--- src/rtl/switch_debouncer_pkg.sv ---
// Shared constants for the switch debouncer: board clock, channel count,
// debounce window and counter width defaults, plus the counter-width check
// used when the block is elaborated.
// Optional feature macro: SWITCH_DEBOUNCER_EDGE_EN (registered rise/fall pulses).
package switch_debouncer_pkg;

  // Board clock for the logic-gate lab boards.
  localparam int BOARD_CLK_HZ = 50_000_000;

  // Two inputs feed the a/b pins of a 2-input gate.
  localparam int DEF_N_CH = 2;

  // 10 ms of stable level at the board clock.
  localparam int DEF_DEBOUNCE_CYC = BOARD_CLK_HZ / 100;

  // Wide enough to hold DEF_DEBOUNCE_CYC-1.
  localparam int DEF_CNT_W = 20;

  // True when a CNT_W-bit counter can reach cyc-1 without wrapping.
  function automatic bit cnt_w_ok(input int cyc, input int w);
    longint lim;
    if (w < 1) return 1'b0;
    if (w >= 62) return 1'b1;
    lim = longint'(1) << w;
    return lim > longint'(cyc - 1);
  endfunction

endpackage

--- src/rtl/debounce_channel.sv ---
// One debounced input: 2-flop synchroniser, stability counter and output
// register. With SWITCH_DEBOUNCER_EDGE_EN defined it also registers one-cycle
// rise/fall pulses aligned with the output change; otherwise those outputs
// are tied low and no edge flops exist.
//
// Qualification: the counter only runs while the synchronised level differs
// from the accepted output. Any cycle where they agree (a glitch ending)
// clears it, so only an unbroken run of DEBOUNCE_CYC differing samples is
// accepted. The counter stops at DEBOUNCE_CYC-1 and never wraps.
module debounce_channel
  import switch_debouncer_pkg::*;
#(
  parameter int DEBOUNCE_CYC = DEF_DEBOUNCE_CYC,
  parameter int CNT_W        = DEF_CNT_W
) (
  input  logic clk,
  input  logic rst,
  input  logic sw_i,
  output logic sw_o,
  output logic rise_o,
  output logic fall_o
);

  localparam logic [CNT_W-1:0] CNT_MAX = CNT_W'(DEBOUNCE_CYC - 1);

  logic             s1_q;
  logic             s2_q;
  logic [CNT_W-1:0] cnt_q;
  logic [CNT_W-1:0] cnt_d;
  logic             out_q;
  logic             out_d;
  logic             accept;

  // A new level is accepted on the edge where the counter sits at its
  // maximum and the synchronised input still disagrees with the output.
  assign accept = (s2_q != out_q) && (cnt_q == CNT_MAX);

  // Two-flop synchroniser for the asynchronous pin.
  always_ff @(posedge clk) begin
    if (rst) begin
      s1_q <= 1'b0;
      s2_q <= 1'b0;
    end else begin
      s1_q <= sw_i;
      s2_q <= s1_q;
    end
  end

  // Next counter / output values from the current qualification state.
  always_comb begin
    cnt_d = cnt_q;
    out_d = out_q;
    if (s2_q == out_q) begin
      cnt_d = '0;
    end else if (accept) begin
      out_d = s2_q;
      cnt_d = '0;
    end else begin
      cnt_d = cnt_q + 1'b1;
    end
  end

  // Stability counter and accepted-level register.
  always_ff @(posedge clk) begin
    if (rst) begin
      cnt_q <= '0;
      out_q <= 1'b0;
    end else begin
      cnt_q <= cnt_d;
      out_q <= out_d;
    end
  end

  assign sw_o = out_q;

`ifdef SWITCH_DEBOUNCER_EDGE_EN
  logic rise_q;
  logic fall_q;

  // Edge pulses load on the same edge as the output change, so they are
  // high for exactly the first cycle of the new level.
  always_ff @(posedge clk) begin
    if (rst) begin
      rise_q <= 1'b0;
      fall_q <= 1'b0;
    end else begin
      rise_q <= accept & s2_q;
      fall_q <= accept & ~s2_q;
    end
  end

  assign rise_o = rise_q;
  assign fall_o = fall_q;
`else
  assign rise_o = 1'b0;
  assign fall_o = 1'b0;
`endif

endmodule

--- src/rtl/switch_debouncer.sv ---
// Input-conditioning stage for the logic-gate labs: N_CH independent
// synchronise-and-debounce channels. Raw pins pass through here before any
// gate logic sees them.
// Optional feature macro: SWITCH_DEBOUNCER_EDGE_EN enables registered
// sw_rise/sw_fall pulses; without it both are constant 0.
module switch_debouncer
  import switch_debouncer_pkg::*;
#(
  parameter int N_CH         = DEF_N_CH,
  parameter int DEBOUNCE_CYC = DEF_DEBOUNCE_CYC,
  parameter int CNT_W        = DEF_CNT_W
) (
  input  logic            clk,
  input  logic            rst,
  input  logic [N_CH-1:0] sw_in,
  output logic [N_CH-1:0] sw_out,
  output logic [N_CH-1:0] sw_rise,
  output logic [N_CH-1:0] sw_fall
);

  // Reject configurations that would need a zero-length window or a
  // counter that wraps before reaching DEBOUNCE_CYC-1.
  if (DEBOUNCE_CYC < 1) begin : g_bad_cyc
    $error("switch_debouncer: DEBOUNCE_CYC must be >= 1");
  end
  if (!cnt_w_ok(DEBOUNCE_CYC, CNT_W)) begin : g_bad_cnt_w
    $error("switch_debouncer: CNT_W too narrow for DEBOUNCE_CYC");
  end

  // One fully independent debouncer per channel.
  for (genvar i = 0; i < N_CH; i++) begin : g_ch
    debounce_channel #(
      .DEBOUNCE_CYC(DEBOUNCE_CYC),
      .CNT_W       (CNT_W)
    ) u_ch (
      .clk   (clk),
      .rst   (rst),
      .sw_i  (sw_in[i]),
      .sw_o  (sw_out[i]),
      .rise_o(sw_rise[i]),
      .fall_o(sw_fall[i])
    );
  end

endmodule

--- config.mk ---
export PLATFORM = sky130hd
export DESIGN_NAME = switch_debouncer
export DESIGN_NICKNAME = d
export VERILOG_FILES = /design/src/rtl/switch_debouncer_pkg.sv /design/src/rtl/debounce_channel.sv /design/src/rtl/switch_debouncer.sv
export SDC_FILE = /design/constraint.sdc
export NUM_CORES = 1
export LEC_CHECK = 0
export BUFFER_PORTS_ARGS = -buffer_cell sky130_fd_sc_hd__buf_4
export CORE_MARGIN = 1.5
export CORE_UTILIZATION = 50
export DETAILED_ROUTE_END_ITERATION = 16
export MAX_ROUTING_LAYER = met4
export PLACE_DENSITY = 0.7
export SYNTH_ARGS = -nofsm -noshare
export SYNTH_HDL_FRONTEND = slang
export SYNTH_HIERARCHICAL = 1
export SYNTH_SLANG_ARGS = --single-unit
--- constraint.sdc ---
create_clock -name clk -period 4.3 [get_ports clk]
set_clock_uncertainty 0.15 [all_clocks]
set_input_delay 0 -clock clk [delete_from_list [all_inputs] [get_ports clk]]
set_output_delay 0 -clock clk [all_outputs]
set_load 0.01 [all_outputs]
Word level (Yosys, flattened, before mapping). Index checks and enable logic that the tools add are counted.

Eq/ne operators: 6. Add/subtract/negate cells: 2. Bitwise gates (word level): 2. Reductions and logical operators: 6.

Operators by type and width (count): 20-bit by 1-bit adder with 20-bit output (second input constant) (2); 20-bit by 19-bit == test with 1-bit output (second input constant) (2); 3-bit OR reduction (2); 2-bit AND reduction (2); 1-bit == test (2); 1-bit logical AND (2); 1-bit inequality test (2); 1-bit inverter (2).

Input bits: 4. Register bits: 46. Output and inout bits: 6. Logic and storage cells: 24.

Depth between registers and ports, before layout. Gate-level depths: netlist of run 1.

Depth in word-level cells: 3. Mapped depth: 6. Depth with buffers taken out: 5.

Hierarchy. The synthesis of run 1 kept the hierarchy.

Modules (own cells, without submodules): debounce_channel (g_ch[0].u_ch) (seq. area each 460.4 µm², area an instance 1106.1 µm², instances 1, cells each 126); debounce_channel (g_ch[1].u_ch) (seq. area each 460.4 µm², area an instance 1049.8 µm², instances 1, cells each 119).

Worst setup path after synthesis of run 1. No wires, ideal clock.

Kind: register to register. From: reg g_ch[1].u_ch.cnt_q[0]. To: reg g_ch[1].u_ch.cnt_q[18]. Clock period less this slack: 1837 ps. Library setup time: 71 ps. Stages on the path, launching flop included: 6. Path buffers: 0. Required time: 4079 ps. Arrival: 1617 ps. Setup slack: 2463 ps. Path through: dfxtp_1 -> ha_1 -> nand4_1 -> or4_1 -> or3_1 -> a21oi_1.

Cells in the longest elaborated chain, start to end: 3. Elaborated cells on any way between the ends: 4. Classes of those cells: 1 x add/sub; 1 x eq/ne; 2 x reduce/logical.

Ends and longest elaborated chain: start: declaration (RTL line debounce_channel.sv:28) `logic [CNT_W-1:0] cnt_q;`; start signal: assignment (RTL line debounce_channel.sv:69) `cnt_q <= cnt_d;`; branches (longest 3 deep; another with 20-bit by 1-bit adder with 20-bit output).

Parallel ways; which one is timed is not known. A chain may end at the register's enable or synchronous reset.

Final worst setup path of run 1.
From: reg g_ch[1].u_ch.cnt_q[4]. To: reg g_ch[1].u_ch.cnt_q[17].

Same word-level chain as after synthesis.

==> results of run 1 <==
-- Yosys cell counts, types with 2 or more instances --
master,instances,area share (%)
sky130_fd_sc_hd__dfxtp_1,46,43
sky130_fd_sc_hd__nor2_1,42,7.3
sky130_fd_sc_hd__xnor2_1,23,9.3
sky130_fd_sc_hd__nand3_1,16,3.7
sky130_fd_sc_hd__nor4_1,13,3.8
sky130_fd_sc_hd__nand4_1,11,3.2
sky130_fd_sc_hd__xor2_1,9,3.7
sky130_fd_sc_hd__inv_1,8,1.4
sky130_fd_sc_hd__buf_2,7,1.6
sky130_fd_sc_hd__or4_1,6,2.1
sky130_fd_sc_hd__a21oi_1,5,1.2
sky130_fd_sc_hd__nand2_1,5,0.87
sky130_fd_sc_hd__nor2b_1,5,1.5
sky130_fd_sc_hd__o21ai_0,5,1.2
sky130_fd_sc_hd__buf_4,4,1.4
sky130_fd_sc_hd__nor4b_1,4,1.6
sky130_fd_sc_hd__and3_1,3,0.87
sky130_fd_sc_hd__and4_1,3,1.2
sky130_fd_sc_hd__nor3_1,3,0.70
sky130_fd_sc_hd__clkbuf_1,2,0.35
sky130_fd_sc_hd__conb_1,2,0.35
sky130_fd_sc_hd__ha_1,2,1.2
sky130_fd_sc_hd__nand2b_1,2,0.58
sky130_fd_sc_hd__nand4_2,2,1.2
sky130_fd_sc_hd__nor3b_1,2,0.70
sky130_fd_sc_hd__o31ai_1,2,0.70
sky130_fd_sc_hd__or3_1,2,0.58
-- registers in the layout (all words and copies together) (netlist names) --
signal	count
g_ch.u_ch/s2_q	2
g_ch.u_ch/s1_q	2
g_ch.u_ch/cnt_q	40
g_ch.u_ch/sw_o	2
-- timing repair --
item | CTS | global route
hold buffers | 4 | 0
hold endpoints to repair | 8 | 0
resized for setup | 0 | 0
-- power by group through the flow --
stage                     combinational (mW)  clock (mW)  sequential (mW)
after floorplan                      0.00987           0            0.439
after global placement                0.0116           0            0.439
after detailed placement              0.0118           0            0.439
after CTS                             0.0147       0.273            0.429
after global routing                  0.0165       0.290            0.429
final                                 0.0147       0.261            0.429
-- final timing paths --
path / from / endpoint / slack [ns] / cells past startpoint
min reg2reg: g_ch[0].u_ch/s1_q$_SDFF_PP0_ / g_ch[0].u_ch/s2_q$_SDFF_PP0_ / 0.30 / 1
min: g_ch[0].u_ch/s1_q$_SDFF_PP0_ / g_ch[0].u_ch/s2_q$_SDFF_PP0_ / 0.30 / 1
max: g_ch[1].u_ch/cnt_q[4]$_SDFF_PP0_ / g_ch[1].u_ch/cnt_q[17]$_SDFF_PP0_ / 2.15 / 4
max reg2reg: g_ch[1].u_ch/cnt_q[4]$_SDFF_PP0_ / g_ch[1].u_ch/cnt_q[17]$_SDFF_PP0_ / 2.15 / 4
-- worst max-delay path: stages, from the launching register on --
cell and delay (ns):
sky130_fd_sc_hd__dfxtp_1 0.41, sky130_fd_sc_hd__nand3_1 0.32, sky130_fd_sc_hd__or4_4 0.65, sky130_fd_sc_hd__or4_1 0.41
sky130_fd_sc_hd__a21oi_1 0.15
-- routing by layer --
layer	GRT usage, %	up-vias	part of all wire (%)
met5	-	-	0
met4	6.00	0	0.36
met3	3.41	2	2.3
met2	25.2	19	42
met1	26.1	754	55
li1	-	869	-
-- area by class of cell --
cell class	instances	area, um^2
inverters	8	30.0
multi-input cells	180	1140
clock inverters	1	5.00
well taps	50	62.6
flip-flops and latches	46	921
repair buffers	11	92.6
fillers	400	1750
clock buffers	7	86.3
-- kinds of logic after synthesis --
group	count (synthesis)	synth area share, %
muxes	1	0.464
AOI/OAI and AO/OA	14	3.66
xor gates and xnor gates	32	13.0
and+or+nand+nor	127	33.9
other	2	0.348
DFF	46	42.7
buffers and inverters	21	4.76
adders and majority gates	2	1.16
==> impl_metrics.env, run 1 <==
export IMPL_status="finished, final reports clean"
export IMPL_maxSlewViolCount=0
export IMPL_postSynth_topFlopCell="sky130_fd_sc_hd__dfxtp_1"
export IMPL_postSynthAreaPerCell_um2=8.80
export IMPL_grt_start_max_net_pins=16
export IMPL_max_clock_freq_ghz=0.465
export IMPL_crit_type="reg -> reg"
export IMPL_placed_insts=291
export IMPL_insertedDiodeCount=0
export IMPL_drc=0
export IMPL_max_cap_violations=0
export IMPL_num_nets_final=258
export IMPL_detail_route_first_pass_iterations=6
export IMPL_syn_inst=245
export IMPL_edff_count_synth=0
export IMPL_number_of_i_o_pins=10
export IMPL_post_route_cells_drive_above_1_share_pct=8.30
export IMPL_cts_setup_buffers=0
export IMPL_crit_path_arrival_time_ns=2.23
export IMPL_end_kind="flop"
export IMPL_die_h_um=68.7
export IMPL_final_common_cell="sky130_fd_sc_hd__dfxtp_1"
export IMPL_hpwl_mm=2.51
export IMPL_power_net_switching_uw=140
export IMPL_die_area_um2=4710
export IMPL_tritoncts_clock_tree="built"
export IMPL_pwr_share_comb_pct=2.1
export IMPL_clk_transition_reported_paths_ns=0.08
export IMPL_internal_power_uw=565
export IMPL_leakagePower_nw=0.702
export IMPL_antenna_found_initial=0
export IMPL_synth_async_reset_ratio_pct=0
export IMPL_post_route_cell_area_um2=2340
export IMPL_yosys_register_bits=46
export IMPL_syn_area_um2=2160
export IMPL_detail_route_antenna_nets=0
export IMPL_synth_yosys_warnings=6
export IMPL_netlist_cell_type_count=38
export IMPL_highest_net_fanout_along_the_worst_path=11
export IMPL_final_setup_viol_count=0
export IMPL_initial_utilization_pct=52.8
export IMPL_routedWlPerCell_um=12.0
export IMPL_pwr_cell_area_nw_per_um2=301
export IMPL_grt_remaining_overflow=0
export IMPL_final_setup_tns_ns=0
export IMPL_route_vias_total=1644
export IMPL_clock_latency_ns=0.29
export IMPL_min_path_type="reg -> reg"
export IMPL_post_place_ws_ns=2.19
export IMPL_detail_route_iter0_violations=96
export IMPL_utilization_pct=57.2
export IMPL_die_wd_um=68.7
export IMPL_layout_worst_path_cycle_share_pct=50.0
export IMPL_critical_path_startpoint_type="flop"
export IMPL_number_of_core_rows=23
export IMPL_fp_coreArea_um2=4090
export IMPL_most_common_layout_cells="sky130_fd_sc_hd__dfxtp_1, sky130_fd_sc_hd__nor2_1, sky130_fd_sc_hd__xnor2_1"
export IMPL_vdd_ir_drop_max_mv=0.260
export IMPL_dpl_instance_area_um2=2210
export IMPL_area_growth_synth_to_final_pct=8.42
export IMPL_detail_route_vias_per_cell=5.43
export IMPL_finish_cell_count_without_fillers=303
export IMPL_period_needed_ns=2.15
export IMPL_finalHoldViolCount=0
export IMPL_cts_num_sinks=46
export IMPL_p_clk_share_pct=37.0
export IMPL_grt_util_all_layers_pct=18.1
export IMPL_tritoncts_num_buffers=5
export IMPL_cts_htree_levels=2
export IMPL_cts_root_buf="sky130_fd_sc_hd__clkbuf_8"
export IMPL_globalplace_congestion=0.797
export IMPL_fin_worst_hold_slack_ns=0.295
export IMPL_synth_yosys_seq_area_share_pct=42.7
export IMPL_cts_buffer_depth=2
export IMPL_grt_first_pass_wirelength_mm=6.30
export IMPL_grt_pass1_vias=1433
export IMPL_critPathRequiredTime_ns=4.37
export IMPL_postLayoutSetupSlackWorst_ns=2.15
export IMPL_totalPowerFinal_uw=705
export IMPL_sw_ratio_pct=19.9
export IMPL_sequentialPowerShare_pct=60.9
export IMPL_rsz0062_at_grt="false"
export IMPL_routed_wl_mm=3.62
export IMPL_placement_io_buffers=5
(Power assumes the default switching activity.)
==> inputs of run 2 (changes only) <==
- ABC_AREA: default -> 1
- PLACE_DENSITY: 0.7 -> 0.72
- clock period: 4.3 -> 1.9 ns (I/O delays scaled with it)
==> run 2 against run 1 <==
Against the previous run:
- synthesized cell count up 62%
- critical path type unchanged
- final cell count up 58%
- routed wire length up 42%
- critical path depth up 4
==> impl_metrics.env, run 2 <==
export IMPL_largest_reg_flops=40
export IMPL_r2r_start="g_ch[0].u_ch/cnt_q[1]$_SDFF_PP0_"
export IMPL_route_vias_total=2324
export IMPL_critical_path_startpoint_type="flop"
export IMPL_finalHoldViolCount=0
export IMPL_yosys_register_bits=46
export IMPL_status="finished, final reports clean"
export IMPL_synth_yosys_warnings=6
export IMPL_vdd_ir_drop_max_mv=0.310
export IMPL_crit_path_arrival_time_ns=1.69
export IMPL_post_cts_resize_count=0
export IMPL_cts_buffer_depth=2
export IMPL_initial_utilization_pct=52.7
export IMPL_edff_count_synth=0
export IMPL_grt_start_max_net_pins=20
export IMPL_postSynthAreaPerCell_um2=6.34
export IMPL_final_common_cell="sky130_fd_sc_hd__nand2_1"
export IMPL_grt_pass1_vias=1956
export IMPL_syn_area_um2=2520
export IMPL_max_clock_freq_ghz=0.600
export IMPL_critical_path_max_stage_delay_ns=0.35
export IMPL_syn_inst=398
export IMPL_synth_async_reset_ratio_pct=0
export IMPL_timing_reg2reg_setup_slack_ns=0.23
export IMPL_post_route_cell_area_um2=2770
export IMPL_highest_net_fanout_along_the_worst_path=19
export IMPL_synth_most_common_cell="sky130_fd_sc_hd__nand2_1"
export IMPL_synth_top_cell_area_share_pct=36.5
export IMPL_worst_hold_path_endpoint="g_ch[0].u_ch/s2_q$_SDFF_PP0_"
export IMPL_critPathRequiredTime_ns=1.93
export IMPL_tritoncts_clock_tree="built"
export IMPL_netlist_cell_type_count=21
export IMPL_reg_to_reg_critical_path_endpoint="g_ch[0].u_ch/cnt_q[15]$_SDFF_PP0_"
export IMPL_clock_latency_ns=0.29
export IMPL_min_delay_path_depth=2
export IMPL_hpwl_mm=3.84
export IMPL_tritoncts_num_buffers=5
export IMPL_cts_num_sinks=46
export IMPL_insertedDiodeCount=0
export IMPL_final_setup_viol_count=0
export IMPL_routed_wl_mm=5.14
export IMPL_end_kind="flop"
export IMPL_yosys_top_cells_area="sky130_fd_sc_hd__dfxtp_1, sky130_fd_sc_hd__nand2_1, sky130_fd_sc_hd__nor2_1"
export IMPL_min_path_type="reg -> reg"
export IMPL_utilization_pct=57.8
export IMPL_cts_setup_buffers=0
export IMPL_cts_root_buf="sky130_fd_sc_hd__clkbuf_8"
export IMPL_routedWlPerCell_um=10.7
export IMPL_timing_reg2reg_worst_path_depth=8
export IMPL_dpl_instance_area_um2=2600
export IMPL_pwr_cell_area_nw_per_um2=631
export IMPL_final_setup_tns_ns=0
export IMPL_detail_route_antenna_nets=0
export IMPL_drc=0
export IMPL_detail_route_iter0_violations=228
export IMPL_largest_register="g_ch.u_ch/cnt_q"
export IMPL_area_growth_synth_to_final_pct=9.67
export IMPL_number_of_i_o_pins=10
export IMPL_die_area_um2=5480
export IMPL_crit_type="reg -> reg"
export IMPL_cp_cell_sequence="ha_1 -> nand2_2 -> nor2_4 -> nand2_2 -> nor2_2 -> nand2_1 -> nand2_4 -> nor2_1"
export IMPL_globalplace_congestion=0.845
export IMPL_grt_first_pass_wirelength_mm=8.68
export IMPL_maxSlewViolCount=0
export IMPL_fp_coreArea_um2=4790
export IMPL_number_of_core_rows=25
export IMPL_post_cts_hold_buffer_count=5
export IMPL_layout_worst_path_cycle_share_pct=87.7
export IMPL_max_cap_violations=0
export IMPL_synthDominantAreaCellType="sky130_fd_sc_hd__dfxtp_1"
export IMPL_die_h_um=74.0
export IMPL_leakagePower_nw=0.939
export IMPL_final_fill_count=479
export IMPL_most_common_layout_cells="sky130_fd_sc_hd__nand2_1, sky130_fd_sc_hd__nor2_1, sky130_fd_sc_hd__inv_1"
export IMPL_clk_transition_reported_paths_ns=0.08
export IMPL_synth_top_cells_by_count="sky130_fd_sc_hd__nand2_1, sky130_fd_sc_hd__nor2_1, sky130_fd_sc_hd__inv_1"
export IMPL_placement_io_buffers=5
export IMPL_grt_util_all_layers_pct=20.9
export IMPL_crit_slowest_cell="sky130_fd_sc_hd__dfxtp_1"
export IMPL_hold_start="g_ch[0].u_ch/s1_q$_SDFF_PP0_"
export IMPL_detail_route_vias_per_cell=4.86
export IMPL_die_wd_um=74.0
export IMPL_detail_route_first_pass_iterations=5
export IMPL_antenna_found_initial=0
export IMPL_grt_remaining_overflow=0
export IMPL_period_needed_ns=1.67
export IMPL_synth_yosys_seq_area_share_pct=36.5
export IMPL_rsz0062_at_grt="false"
export IMPL_cts_htree_levels=2
export IMPL_num_nets_final=417
export IMPL_critical_path_top_cell_by_count="sky130_fd_sc_hd__nand2_2"
export IMPL_postSynth_topFlopCell="sky130_fd_sc_hd__dfxtp_1"
export IMPL_post_route_cells_drive_above_1_share_pct=5.84
==> run 2: changes by cell type after synthesis, moves of 6 or more <==
cell	before	now
sky130_fd_sc_hd__a21oi_1	5	24
sky130_fd_sc_hd__inv_1	8	54
sky130_fd_sc_hd__nor4_1	13	0
sky130_fd_sc_hd__nand3_1	16	30
sky130_fd_sc_hd__xnor2_1	23	2
sky130_fd_sc_hd__nor2_1	42	92
sky130_fd_sc_hd__or4_1	6	0
sky130_fd_sc_hd__nand2_1	5	96
==> run 2: logic make-up (layout without fill, tap and decap cells) <==
group,Yosys count,in the layout,share of synthesized area (%)
adders and majority gates,2,2,0.992
buffers and inverters,62,73,10.5
DFF,46,46,36.5
and+or+nand+nor,240,240,40.2
AOI/OAI and AO/OA,30,30,5.95
xor gates and xnor gates,16,16,5.56
other,2,4,0.298
==> run 2: report_power, final <==
group / internal, mW / switching [mW] / total [mW]
registers: 0.968 / 0.00215 / 0.970
clock network: 0.421 / 0.312 / 0.733
logic: 0.0178 / 0.0241 / 0.0419
==> run 2: stage by stage <==
stage,cells,setup slack (ns),hold WS [ns],total power [mW]
global placement,466,0.306,0.0577,1.03
global route,478,0.0887,0.275,1.82
finish,478,0.234,0.267,1.75
detailed placement,466,0.257,0.0610,1.03
CTS,478,0.233,0.267,1.78
floorplan,400,0.299,-0.0788,1.02
==> run 2: area by class of cell <==
| class | count | area [um^2] | share of cell area (%) |
|---|---|---|---|
| Multi-Input combinational cell | 292 | 1340 | 48.6 |
| Sequential cell | 46 | 921 | 33.3 |
| Inverter | 54 | 203 | 7.33 |
| Timing Repair Buffer | 12 | 103 | 3.71 |
| Tap cell | 67 | 83.8 | 3.03 |
| Clock buffer | 6 | 82.6 | 2.99 |
| Clock inverter | 1 | 30.0 | 1.09 |
==> run 2: how the worst max path moves through the flow <==
stage | cells after the start | startpoint | to
final | 8 | g_ch[0].u_ch/cnt_q[1]$_SDFF_PP0_ | g_ch[0].u_ch/cnt_q[15]$_SDFF_PP0_
after global routing | 8 | g_ch[0].u_ch/cnt_q[1]$_SDFF_PP0_ | g_ch[0].u_ch/cnt_q[3]$_SDFF_PP0_
after CTS | 8 | g_ch[0].u_ch/cnt_q[1]$_SDFF_PP0_ | g_ch[0].u_ch/cnt_q[14]$_SDFF_PP0_
after detailed placement | 8 | g_ch[1].u_ch/cnt_q[1]$_SDFF_PP0_ | g_ch[1].u_ch/cnt_q[11]$_SDFF_PP0_
after global placement | 8 | g_ch[1].u_ch/cnt_q[1]$_SDFF_PP0_ | g_ch[1].u_ch/cnt_q[11]$_SDFF_PP0_
after floorplan | 9 | g_ch[0].u_ch/cnt_q[0]$_SDFF_PP0_ | g_ch[0].u_ch/cnt_q[11]$_SDFF_PP0_
==> run 2: worst max-delay path: cells and delay by family (launching register included) <==
family                   cells  cell delay (ns)
flip-flops                   1             0.35
adder cells (fa/ha/maj)      1             0.22
AND/OR/NAND/NOR              7             0.82
==> run 2: layer usage <==
metal | vias to the layer above | global-route usage (%) | part of all wire, %
li1 | 1244 | - | -
met1 | 1017 | 30.1 | 52
met2 | 59 | 29.7 | 42
met3 | 4 | 4.47 | 4.9
met4 | 0 | 4.94 | 0.93
met5 | - | - | 0
==> inputs of run 3 (changes only) <==
==> constraint.sdc (replaced) <==
create_clock -name clk -period 1.35 [get_ports clk]
set_clock_uncertainty 0.15 [all_clocks]
set_input_delay 0 -clock clk [delete_from_list [all_inputs] [get_ports clk]]
set_output_delay 0 -clock clk [all_outputs]
set_load 0.005 [all_outputs]
==> run 3 against run 2 <==
Against the previous run:
- the flow now finishes with violations (negative setup slack)
- critical endpoint is now g_ch[1].u_ch/cnt_q[4]$_SDFF_PP0_
- critical path type unchanged
- global-route usage increased by 8.0 points
- sequential share of layout area decreased by 7.8 points
- first-iteration DRC count increased by 38%
- hold slack improved by 0.023 ns
- critical path depth unchanged
- clock-buffer cell count increased by 1
- sequential cell count unchanged
- largest power group unchanged
- final cell count increased by 17%
==> impl_metrics.env, run 3 (synthesis results as in run 2) <==
export IMPL_grt_util_all_layers_pct=28.9
export IMPL_final_setup_viol_count=42
export IMPL_detail_route_antenna_nets=0
export IMPL_most_common_layout_cells="sky130_fd_sc_hd__nand2_1, sky130_fd_sc_hd__buf_4, sky130_fd_sc_hd__nor2_1"
export IMPL_multi_input_area_um2=1700
export IMPL_number_of_core_rows=25
export IMPL_detail_route_first_pass_iterations=5
export IMPL_highest_net_fanout_along_the_worst_path=5
export IMPL_tritoncts_num_buffers=5
export IMPL_totalPowerFinal_mw=2.32
export IMPL_critPathRequiredTime_ns=1.39
export IMPL_post_place_ws_ns=-0.205
export IMPL_grt_remaining_overflow=0
export IMPL_cp_startpoint="g_ch[1].u_ch/cnt_q[1]$_SDFF_PP0_"
export IMPL_max_clock_freq_ghz=0.647
export IMPL_grt_start_max_net_pins=14
export IMPL_timing_reg2reg_setup_slack_ns=-0.19
export IMPL_globalplace_congestion=0.942
export IMPL_worst_slew_pin_slew_ns=0.504
export IMPL_violations="negative setup slack"
export IMPL_die_h_um=74.0
export IMPL_initial_utilization_pct=52.7
export IMPL_detail_route_vias_per_cell=4.97
export IMPL_layout_worst_path_cycle_share_pct=114
export IMPL_hpwl_mm=4.62
export IMPL_die_area_um2=5480
export IMPL_routed_wl_mm=7.32
export IMPL_post_route_cells_drive_above_1_share_pct=32.2
export IMPL_rsz0062_at_grt="true"
export IMPL_final_fill_count=338
export IMPL_timing_reg2reg_worst_path_depth=8
export IMPL_setup_worst_path_end="g_ch[1].u_ch/cnt_q[4]$_SDFF_PP0_"
export IMPL_leakagePower_nw=1.39
export IMPL_drc=0
export IMPL_cts_root_buf="sky130_fd_sc_hd__clkbuf_8"
export IMPL_clock_latency_ns=0.29
export IMPL_route_vias_total=2774
export IMPL_grt_pass1_vias=2660
export IMPL_end_kind="flop"
export IMPL_placed_insts=536
export IMPL_detail_route_iter0_violations=314
export IMPL_maxSlewViolCount=0
export IMPL_vdd_ir_drop_max_mv=0.455
export IMPL_period_needed_ns=1.54
export IMPL_cts_htree_levels=2
export IMPL_fp_coreArea_um2=4790
export IMPL_min_path_type="reg -> reg"
export IMPL_grt_first_pass_wirelength_mm=11.8
export IMPL_max_cap_violations=0
export IMPL_clk_transition_reported_paths_ns=0.08
export IMPL_fin_worst_hold_slack_ns=0.289
export IMPL_crit_type="reg -> reg"
export IMPL_antenna_found_initial=0
export IMPL_status="complete, but fails checks"
export IMPL_number_of_i_o_pins=10
export IMPL_area_growth_synth_to_final_pct=45.4
export IMPL_tritoncts_clock_tree="built"
export IMPL_finalHoldViolCount=0
export IMPL_final_common_cell="sky130_fd_sc_hd__nand2_1"
export IMPL_r2r_start="g_ch[1].u_ch/cnt_q[1]$_SDFF_PP0_"
export IMPL_routedWlPerCell_um=13.1
export IMPL_postLayoutSetupSlackWorst_ns=-0.195
export IMPL_min_delay_path_depth=2
export IMPL_cts_num_sinks=46
export IMPL_placement_io_buffers=5
export IMPL_critical_path_startpoint_type="flop"
export IMPL_pwr_cell_area_nw_per_um2=632
export IMPL_area_sequential_um2=936
export IMPL_largest_reg_flops=40
export IMPL_reg_to_reg_critical_path_endpoint="g_ch[1].u_ch/cnt_q[4]$_SDFF_PP0_"
export IMPL_num_nets_final=496
export IMPL_cts_buffer_depth=2
export IMPL_die_wd_um=74.0
export IMPL_finish_cell_count_without_fillers=558
export IMPL_max_slew_margin_pct=66.3
export IMPL_insertedDiodeCount=0
export IMPL_crit_path_arrival_time_ns=1.58
export IMPL_largest_register="g_ch.u_ch/cnt_q"
==> run 3: changes by cell type in the layout (fill, tap and decap cells not counted), moves of 4 or more <==
cell,change
sky130_fd_sc_hd__buf_4,+71
sky130_fd_sc_hd__nor2_1,-19
sky130_fd_sc_hd__a21oi_1,-17
sky130_fd_sc_hd__a21oi_2,+15
sky130_fd_sc_hd__nor2_2,+13
sky130_fd_sc_hd__dfxtp_1,-8
sky130_fd_sc_hd__dfxtp_2,+6
sky130_fd_sc_hd__nand2_4,+6
sky130_fd_sc_hd__nor2_4,+6
sky130_fd_sc_hd__nand2_8,+5
sky130_fd_sc_hd__nand2_1,-4
==> run 3: repair_timing <==
action	CTS	global route
setup buffers	2	1
gates resized for setup	36	36
endpoints found under the hold margin	41	0
cloned	6	0
pin swaps	7	11
hold buffers	5	0
endpoints found under the setup margin	42	42
==> run 3: layer usage <==
metal | vias up | part of all wire (%) | track usage (%)
li1 | 1413 | - | -
met1 | 1246 | 45 | 36.5
met2 | 103 | 47 | 46.3
met3 | 12 | 5.9 | 6.23
met4 | 0 | 1.5 | 8.44
met5 | - | 0 | -
==> run 3: power breakdown <==
part           internal, mW  total [mW]  leakage (nW)  switching [mW]
Combinational        0.0339      0.0842         0.968          0.0503
Sequential             1.36        1.36         0.376         0.00449
Clock                 0.414       0.871        0.0482           0.457
Total                  1.81        2.32          1.39           0.512
==> run 3: worst max-delay path, cell delays in order, from the launching register on <==
cell	delay, ns
sky130_fd_sc_hd__dfxtp_2	0.36
sky130_fd_sc_hd__ha_4	0.15
sky130_fd_sc_hd__nand2_4	0.05
sky130_fd_sc_hd__nor2_4	0.14
sky130_fd_sc_hd__nand2_2	0.10
sky130_fd_sc_hd__nor2_4	0.13
sky130_fd_sc_hd__nand2_4	0.15
sky130_fd_sc_hd__nand2_4	0.14
sky130_fd_sc_hd__nor2_1	0.05
==> run 3: worst min path at each step <==
| stage | startpoint | endpoint | slack (ns) |
|---|---|---|---|
| 5_1_grt | g_ch[1].u_ch/s1_q$_SDFF_PP0_ | g_ch[1].u_ch/s2_q$_SDFF_PP0_ | 0.32 |
| 3_3_place_gp | sw_in[1] | g_ch[1].u_ch/s1_q$_SDFF_PP0_ | 0.06 |
| 2_1_floorplan | rst | g_ch[0].u_ch/s1_q$_SDFF_PP0_ | -0.08 |
| 3_5_place_dp | sw_in[1] | g_ch[1].u_ch/s1_q$_SDFF_PP0_ | 0.07 |
| 4_1_cts | g_ch[0].u_ch/s1_q$_SDFF_PP0_ | g_ch[0].u_ch/s2_q$_SDFF_PP0_ | 0.27 |
| 6_report | g_ch[1].u_ch/s1_q$_SDFF_PP0_ | g_ch[1].u_ch/s2_q$_SDFF_PP0_ | 0.29 |
==> run 3: through the flow <==
step / util (%) / setup TNS, ns / instance area, um^2
floorplan: - / -3.05 / 2570
global placement: 66.2 / -5.28 / 3170
detailed placement: 66.2 / -7.19 / 3170
CTS: 73.8 / -4.45 / 3530
global route: 76.7 / -8.87 / 3670
finish: 76.7 / -6.99 / 3670
==> run 3: final cells by class <==
type | count | area share [%]
Multi-Input combinational cell | 298 | 46.2
Clock buffer | 7 | 2.35
Sequential cell | 46 | 25.5
Tap cell | 67 | 2.29
Inverter | 54 | 5.53
Clock inverter | 1 | 0.136
Timing Repair Buffer | 85 | 17.9
